## src/rtl/dnn_seq_pkg.sv

```systemverilog
// Shared constants and types for the DNN stream sequencer: word tags,
// field positions and the sequencer state encoding.
package dnn_seq_pkg;

    localparam int WORD_W = 32;

    // Tag field and chunk-length field positions inside a tagged word
    localparam int TAG_HI = 31;
    localparam int TAG_LO = 30;
    localparam int LEN_HI = 15;
    localparam int LEN_LO = 0;
    localparam int LEN_W  = LEN_HI - LEN_LO + 1;

    localparam logic [1:0] TAG_IDLE  = 2'd0;
    localparam logic [1:0] TAG_OP    = 2'd1;
    localparam logic [1:0] TAG_CHUNK = 2'd2;
    localparam logic [1:0] TAG_WAIT  = 2'd3;

    // Filler word driven while the host stalls or while draining outputs
    localparam logic [WORD_W-1:0] WAIT_WORD = {TAG_WAIT, {(WORD_W-2){1'b0}}};

    typedef enum logic [2:0] {
        ST_IDLE,
        ST_HDR_LEN,
        ST_OP,
        ST_CHUNK,
        ST_DRAIN,
        ST_DONE
    } seq_state_t;

    function automatic logic [1:0] tag_of(input logic [WORD_W-1:0] w);
        return w[TAG_HI:TAG_LO];
    endfunction

    function automatic logic [LEN_W-1:0] len_of(input logic [WORD_W-1:0] w);
        return w[LEN_HI:LEN_LO];
    endfunction

endpackage

```

## src/rtl/seq_out_tracker.sv

```systemverilog
// Tracks datapath outputs for the current job: remaining-output counter,
// over-count and reported-length mismatch checks, and the DRAIN timeout.
module seq_out_tracker
    import dnn_seq_pkg::*;
#(
    parameter int DRAIN_TIMEOUT = 1024
) (
    input  logic              clk,
    input  logic              clear,
    input  logic              i_load,
    input  logic [WORD_W-1:0] i_len,
    input  logic              i_active,
    input  logic              i_drain,
    input  logic              i_y_valid,
    input  logic [WORD_W-1:0] i_out_count,
    input  logic              i_out_count_valid,
    output logic [WORD_W-1:0] o_outs_left,
    output logic              o_zero,
    output logic              o_err,
    output logic              o_timeout
);

    localparam int TW = $clog2(DRAIN_TIMEOUT + 1);
    localparam logic [TW-1:0] TMO_LAST = TW'(DRAIN_TIMEOUT - 1);

    logic [WORD_W-1:0] r_outs;
    logic [WORD_W-1:0] r_len;
    logic [TW-1:0]     r_tmo;

    // Output counter: loaded with L at header, decremented per output, never wraps
    always_ff @(posedge clk or negedge clear) begin
        if (!clear) begin
            r_outs <= '0;
            r_len  <= '0;
        end else if (i_load) begin
            r_outs <= i_len;
            r_len  <= i_len;
        end else if (i_active && i_y_valid && (r_outs != '0)) begin
            r_outs <= r_outs - 1'b1;
        end
    end

    // Drain watchdog: counts DRAIN cycles since the last output
    always_ff @(posedge clk or negedge clear) begin
        if (!clear) begin
            r_tmo <= '0;
        end else if (!i_drain || i_y_valid) begin
            r_tmo <= '0;
        end else if (r_tmo != TMO_LAST) begin
            r_tmo <= r_tmo + 1'b1;
        end
    end

    assign o_outs_left = r_outs;
    assign o_zero      = (r_outs == '0);
    // The final idle DRAIN cycle raises the flag so the abort lands on the
    // DRAIN_TIMEOUT-th edge spent in DRAIN.
    assign o_timeout   = i_drain && !i_y_valid && (r_tmo == TMO_LAST);
    assign o_err       = i_active && ((i_y_valid && (r_outs == '0)) ||
                                      (i_out_count_valid && (i_out_count != r_len)));

endmodule

```

## src/rtl/dnn_stream_sequencer.sv

```systemverilog
// Host-side job sequencer: parses the header, checks tags on the command
// stream, forwards words to the datapath with enable, inserts filler on
// stalls and waits for the expected number of datapath outputs.
module dnn_stream_sequencer
    import dnn_seq_pkg::*;
#(
    parameter int DRAIN_TIMEOUT = 1024
) (
    input  logic              clk,
    input  logic              clear,
    input  logic [WORD_W-1:0] s_data,
    input  logic              s_valid,
    output logic              s_ready,
    output logic [WORD_W-1:0] dp_data,
    output logic              dp_enable,
    input  logic              dp_y_valid,
    input  logic [WORD_W-1:0] dp_out_count,
    input  logic              dp_out_count_valid,
    output logic              busy,
    output logic              done,
    output logic              err,
    output logic [WORD_W-1:0] ops_left,
    output logic [WORD_W-1:0] outs_left
);

    seq_state_t        r_state;
    seq_state_t        w_next;
    logic [WORD_W-1:0] r_dp_data;
    logic              r_dp_en;
    logic [WORD_W-1:0] w_dp_data;
    logic              w_dp_en;
    logic [WORD_W-1:0] r_ops;
    logic [LEN_W-1:0]  r_chunk;
    logic              r_err;

    logic              w_acc;
    logic [1:0]        w_tag;
    logic [LEN_W-1:0]  w_clen;
    logic              w_hdr_ok;
    logic              w_op_done;
    logic              w_last;
    logic              w_bad;
    logic              w_trk_zero;
    logic              w_trk_err;
    logic              w_trk_tmo;
    logic              w_tmo_abort;
    logic              w_err_set;

    assign s_ready = (r_state == ST_IDLE) || (r_state == ST_HDR_LEN) ||
                     (r_state == ST_OP)   || (r_state == ST_CHUNK);
    assign w_acc   = s_valid && s_ready;
    assign w_tag   = tag_of(s_data);
    assign w_clen  = len_of(s_data);

    // A zero op count is rejected rather than starting a job
    assign w_hdr_ok  = (r_state == ST_IDLE) && w_acc && (s_data != '0);
    assign w_op_done = ((r_state == ST_OP)    && w_acc && (w_tag == TAG_OP) && (w_clen == '0)) ||
                       ((r_state == ST_CHUNK) && w_acc && (w_tag == TAG_CHUNK) && (r_chunk == LEN_W'(1)));
    assign w_last    = w_op_done && (r_ops == WORD_W'(1));
    assign w_bad     = ((r_state == ST_OP)    && w_acc && (w_tag != TAG_OP)    && (w_tag != TAG_WAIT)) ||
                       ((r_state == ST_CHUNK) && w_acc && (w_tag != TAG_CHUNK) && (w_tag != TAG_WAIT));
    // Completion wins over a coincident watchdog expiry
    assign w_tmo_abort = w_trk_tmo && !w_trk_zero;
    assign w_err_set   = ((r_state == ST_IDLE) && w_acc && (s_data == '0)) ||
                         w_bad || w_trk_err || w_tmo_abort;

    seq_out_tracker #(.DRAIN_TIMEOUT(DRAIN_TIMEOUT)) u_trk (
        .clk               (clk),
        .clear             (clear),
        .i_load            ((r_state == ST_HDR_LEN) && w_acc),
        .i_len             (s_data),
        .i_active          ((r_state == ST_OP) || (r_state == ST_CHUNK) || (r_state == ST_DRAIN)),
        .i_drain           (r_state == ST_DRAIN),
        .i_y_valid         (dp_y_valid),
        .i_out_count       (dp_out_count),
        .i_out_count_valid (dp_out_count_valid),
        .o_outs_left       (outs_left),
        .o_zero            (w_trk_zero),
        .o_err             (w_trk_err),
        .o_timeout         (w_trk_tmo)
    );

    // State register
    always_ff @(posedge clk or negedge clear) begin
        if (!clear) r_state <= ST_IDLE;
        else        r_state <= w_next;
    end

    // Next-state logic
    always_comb begin
        w_next = r_state;
        unique case (r_state)
            ST_IDLE:    if (w_hdr_ok) w_next = ST_HDR_LEN;
            ST_HDR_LEN: if (w_acc) w_next = ST_OP;
            ST_OP: begin
                if (w_bad)                           w_next = ST_IDLE;
                else if (w_op_done)                  w_next = w_last ? ST_DRAIN : ST_OP;
                else if (w_acc && w_tag == TAG_OP)   w_next = ST_CHUNK;
            end
            ST_CHUNK: begin
                if (w_bad)          w_next = ST_IDLE;
                else if (w_op_done) w_next = w_last ? ST_DRAIN : ST_OP;
            end
            ST_DRAIN: begin
                if (w_trk_zero)     w_next = ST_DONE;
                else if (w_trk_tmo) w_next = ST_IDLE;
            end
            ST_DONE:    w_next = ST_IDLE;
            default:    w_next = ST_IDLE;
        endcase
    end

    // Output logic: word/enable to register for next cycle, status from state
    always_comb begin
        w_dp_data = '0;
        w_dp_en   = 1'b0;
        busy      = (r_state != ST_IDLE) && (r_state != ST_DONE);
        done      = (r_state == ST_DONE);
        unique case (r_state)
            ST_IDLE: begin
                if (w_hdr_ok) begin
                    w_dp_data = s_data;
                    w_dp_en   = 1'b1;
                end
            end
            ST_HDR_LEN, ST_OP, ST_CHUNK: begin
                if (!s_valid) begin
                    w_dp_data = WAIT_WORD;
                    w_dp_en   = 1'b1;
                end else if (!w_bad) begin
                    w_dp_data = s_data;
                    w_dp_en   = 1'b1;
                end
            end
            ST_DRAIN: begin
                if (w_next == ST_DRAIN) begin
                    w_dp_data = WAIT_WORD;
                    w_dp_en   = 1'b1;
                end
            end
            default: ;
        endcase
    end

    // Registered datapath drive: accepted word shows up one cycle later
    always_ff @(posedge clk or negedge clear) begin
        if (!clear) begin
            r_dp_data <= '0;
            r_dp_en   <= 1'b0;
        end else begin
            r_dp_data <= w_dp_data;
            r_dp_en   <= w_dp_en;
        end
    end

    // Operation and chunk counters
    always_ff @(posedge clk or negedge clear) begin
        if (!clear) begin
            r_ops   <= '0;
            r_chunk <= '0;
        end else begin
            if (w_hdr_ok)       r_ops <= s_data;
            else if (w_op_done) r_ops <= r_ops - 1'b1;

            if ((r_state == ST_OP) && w_acc && (w_tag == TAG_OP))
                r_chunk <= w_clen;
            else if ((r_state == ST_CHUNK) && w_acc && (w_tag == TAG_CHUNK))
                r_chunk <= r_chunk - 1'b1;
        end
    end

    // Sticky error, cleared only when a valid header starts a new job
    always_ff @(posedge clk or negedge clear) begin
        if (!clear)         r_err <= 1'b0;
        else if (w_err_set) r_err <= 1'b1;
        else if (w_hdr_ok)  r_err <= 1'b0;
    end

    assign dp_data  = r_dp_data;
    assign dp_enable = r_dp_en;
    assign err      = r_err;
    assign ops_left = r_ops;

endmodule
```

## config.mk

```make
export PLATFORM = sky130hd
export DESIGN_NAME = dnn_stream_sequencer
export DESIGN_NICKNAME = d
export VERILOG_FILES = /design/src/rtl/dnn_seq_pkg.sv /design/src/rtl/seq_out_tracker.sv /design/src/rtl/dnn_stream_sequencer.sv
export SDC_FILE = /design/constraint.sdc
export NUM_CORES = 1
export LEC_CHECK = 0
export BUFFER_PORTS_ARGS = -buffer_cell sky130_fd_sc_hd__buf_2
export CAP_MARGIN = 20
export CORE_MARGIN = 3
export CORE_UTILIZATION = 45
export DETAILED_ROUTE_END_ITERATION = 8
export GPL_ROUTABILITY_DRIVEN = 0
export MAX_ROUTING_LAYER = met4
export PLACE_DENSITY = 0.74
export SETUP_SLACK_MARGIN = 0.1
export SLEW_MARGIN = 30
export SYNTH_ARGS = -nofsm -noshare
export SYNTH_HDL_FRONTEND = slang
export SYNTH_SLANG_ARGS = --single-unit
```

## constraint.sdc

```tcl
create_clock -name clk -period 2.88 [get_ports clk]
set_input_delay 0.144 -clock clk [delete_from_list [all_inputs] [get_ports clk]]
set_output_delay 0.144 -clock clk [all_outputs]
set_load 0.01 [all_outputs]
```

==> impl_results.md <==
* Relative slew slack at 0.390
* Residual DRC at 0
* Die ar. at 0.0198 mm²
* CTS sink cnt at 160
* CP startpoint: r_chunk[13]
* Initial Util at 0.466
* Critical path data required time at 3240 ps
* Post-synth top area share at 0.490
* Flop pwr share at 0.412
* Fmax at around 0.37 GHz
* Tightest Hold Check Type: in -> reg
* Top cells by area, synth: dfrtp_1 (49%), nand2_1 (8.1%), xor2_1 (4.6%)
* Clock share of power at 0.215
* Total CTS buffers at 17
* Min-delay src: s_data[24]
* Largest net degree at the start of global routing at 77
* Worst reg2reg path depth at 6
* Die X at 141 µm
* Area of the multi-input gates at around 0.004 mm²
* CP Depth at 6
* #FFs+latches synth at 160
* Buffers on Ports at 169
* Max H-tree Level at 4
* Combinational Power Share at 0.373
* Power Internal at a little under 6 mW
* Sum Neg Setup Slack at 0 ps
* Static leakage at around 4.6 nW
* Initial drt markers at 819
* Worst-path clk slew at around 60 ps
* Skew final at 10.9 ps
* Core ar. at around 0.018 mm²
* Avg WL per Cell at 19.7 µm
* Slowest cell on the critical path: or4_4
* Crit share post-route at 0.942
* Final core occ at 0.569
* NetSw at 4.03 mW
* Setup crit end kind: flop
* Post-Synthesis Cells at 904
* Synth Area per Inst at roughly 9.0 µm²
* Post-synth EDFFs at 0
* Slew Limit Fails at 0
* Fin nets at approximately 1200
* Clock Tree Buf Depth at 2
* GRT Util Overall at 0.267
* Antenna Nets Post-Route at 0
* Reg area at ~0.0040 mm²
* Setup-failing EPs final at 0
* Startpoint Class: flop
* Die height at ~140 µm
* Peak VDD IR at 0.000573 V
* Pwr/cell area at a little under 1000 mW/mm²
* Num rows at 48
* DPL Wire Length at roughly 19 mm
* WP buf/inv at 1
* Root Buffer Master: clkbuf_16
* Fillers at around 1600
* RR Startpoint: r_chunk[13]
* Initial antenna violation count at 1
* Max cap viols at 0
* Number of global-route vias before repair at between 7000 and 8000
* Synth area leader: dfrtp_1
* Post-CTS Setup Bufs at 0
* Share of cells above drive strength 1 at 0.222
* Number of I/O pins at between 150 and 200
* Sw Ratio at 0.408
* Via count at 7827
* Worst hold slack at 18.0 ps
* Seq/Total Area, Yosys at 0.490
* Status: completed
* Crit path kind: reg -> reg
* Yosys warnings at 0
* Synthesized cell area at 0.00818 mm²
* Critical-path cell list: or4_4, or3_4, o32a_1, buf_12, or4_1, nand3_1
* Max incr delay on CP at 570 ps
* Family with the most delay on the worst path: simple AND/OR/NAND/NOR gates
* Synth cell types at 59
* Final Hold Fails at 0
* Worst hold path stage count at 2
* Final Power at roughly 10 mW
* Latest clock arrival within the worst-skew pair at roughly 430 ps
* RSZ-0062 raised after global routing: true
* CTS tree: done
* Crit path max fanout at 28
* Final wirelength at approximately 26 mm
* Syn_nets at 979
* Grt ovf at 0
* Actual slew at the worst max-slew pin at a little over 900 ps
* Drt first pass iters at 5
* Layout area overhead at 22.1%
* CP Data Arrival Time at 3080 ps
* Period minus WS final at roughly 2700 ps
* Vias per cell at between 5 and 6
* Top FF cell, synth: dfrtp_1
* Ys async rst share at 1.00
* First-pass GRT wire length at about 40 mm
## per-stage QoR
stage	std cells	worst slack (ps)	cell area (µm²)
after floorplan	904	442	8180
after global placement	1287	245	9390
after detailed placement	1287	173	9390
after CTS	1322	152	9970
after global routing	1323	92.0	9980
final	1323	168	9980
## sequential cells by signal (all words and copies together) (netlist names)
register / flops
u_trk.r_tmo: 11
r_state: 3
err: 1
r_chunk: 16
u_trk.o_outs_left: 32
dp_enable: 1
dp_data: 32
ops_left: 32
u_trk.r_len: 32
## power groups by stage
| stage | clock (mW) | combinational [mW] | sequential (mW) |
|---|---|---|---|
| 2_1_floorplan | 0 | 2.07 | 4.08 |
| 3_3_place_gp | 0 | 3.55 | 4.03 |
| 3_5_place_dp | 0 | 3.63 | 4.05 |
| 4_1_cts | 2.14 | 3.67 | 4.02 |
| 5_1_grt | 2.22 | 4.07 | 4.18 |
| 6_report | 2.12 | 3.68 | 4.06 |
## kinds of logic after synthesis
logic type,count (synthesis),synth area share
mux,2,0.00245
simple gates,475,0.289
fa+ha+maj,6,0.00918
flops,160,0.490
xor+xnor,51,0.0546
compound gates,159,0.130
buf+inv,51,0.0249
## routing by layer
layer  part of all wire  vias to the layer above  GRT usage
li1                   -                     3611          -
met1               0.42                     3796      0.361
met2               0.47                      376      0.417
met3              0.089                       44     0.0475
met4              0.022                        0     0.0785
met5                  0                        -          -
## Yosys cell counts (13+ instances only)
library cell  number
nand2_1          176
dfrtp_1          160
nor2_1            63
xor2_1            43
nor4_1            41
nand3_1           39
clkbuf_1          35
o211ai_1          34
and2_1            32
nor3_1            30
o21ai_0           27
a21oi_1           24
o21ai_1           24
or3_1             20
nand4_1           18
nand2b_1          13
## placed cells by master, fill, tap and decap left out, types with 20 or more instances in the layout
master	count
a21oi_1	24
and2_1	32
buf_2	168
buf_4	27
dfrtp_1	160
nand2_1	176
nand3_1	39
nor2_1	62
nor3_1	30
nor4_1	40
o211ai_1	34
o21ai_0	27
o21ai_1	24
or3_1	20
xor2_1	43
## what timing repair did
action                     CTS  global route
resized for setup            0             2
hold buffers                 3             0
setup endpoints to repair    0            14
hold endpoints to repair    57             0
## final cells by class
class	instances	share of cell area
Multi-Input combinational cell	693	0.399
Sequential cell	160	0.401
Clock inverter	8	0.00551
Antenna cell	1	0.000251
Tap cell	225	0.0282
Timing Repair Buffer	201	0.113
Inverter	11	0.00414
Clock buffer	24	0.0492
## worst paths after layout
check / end / slack (ps)
min in group asynchronous: dp_data[8] / 230
max: ops_left[18] / 170
min: dp_data[24] / 20
min reg2reg: u_trk.r_len[23] / 500
max reg2reg: ops_left[18] / 170
max in group asynchronous: u_trk.o_outs_left[23] / 1850
Power figures use the tool's default switching activity.
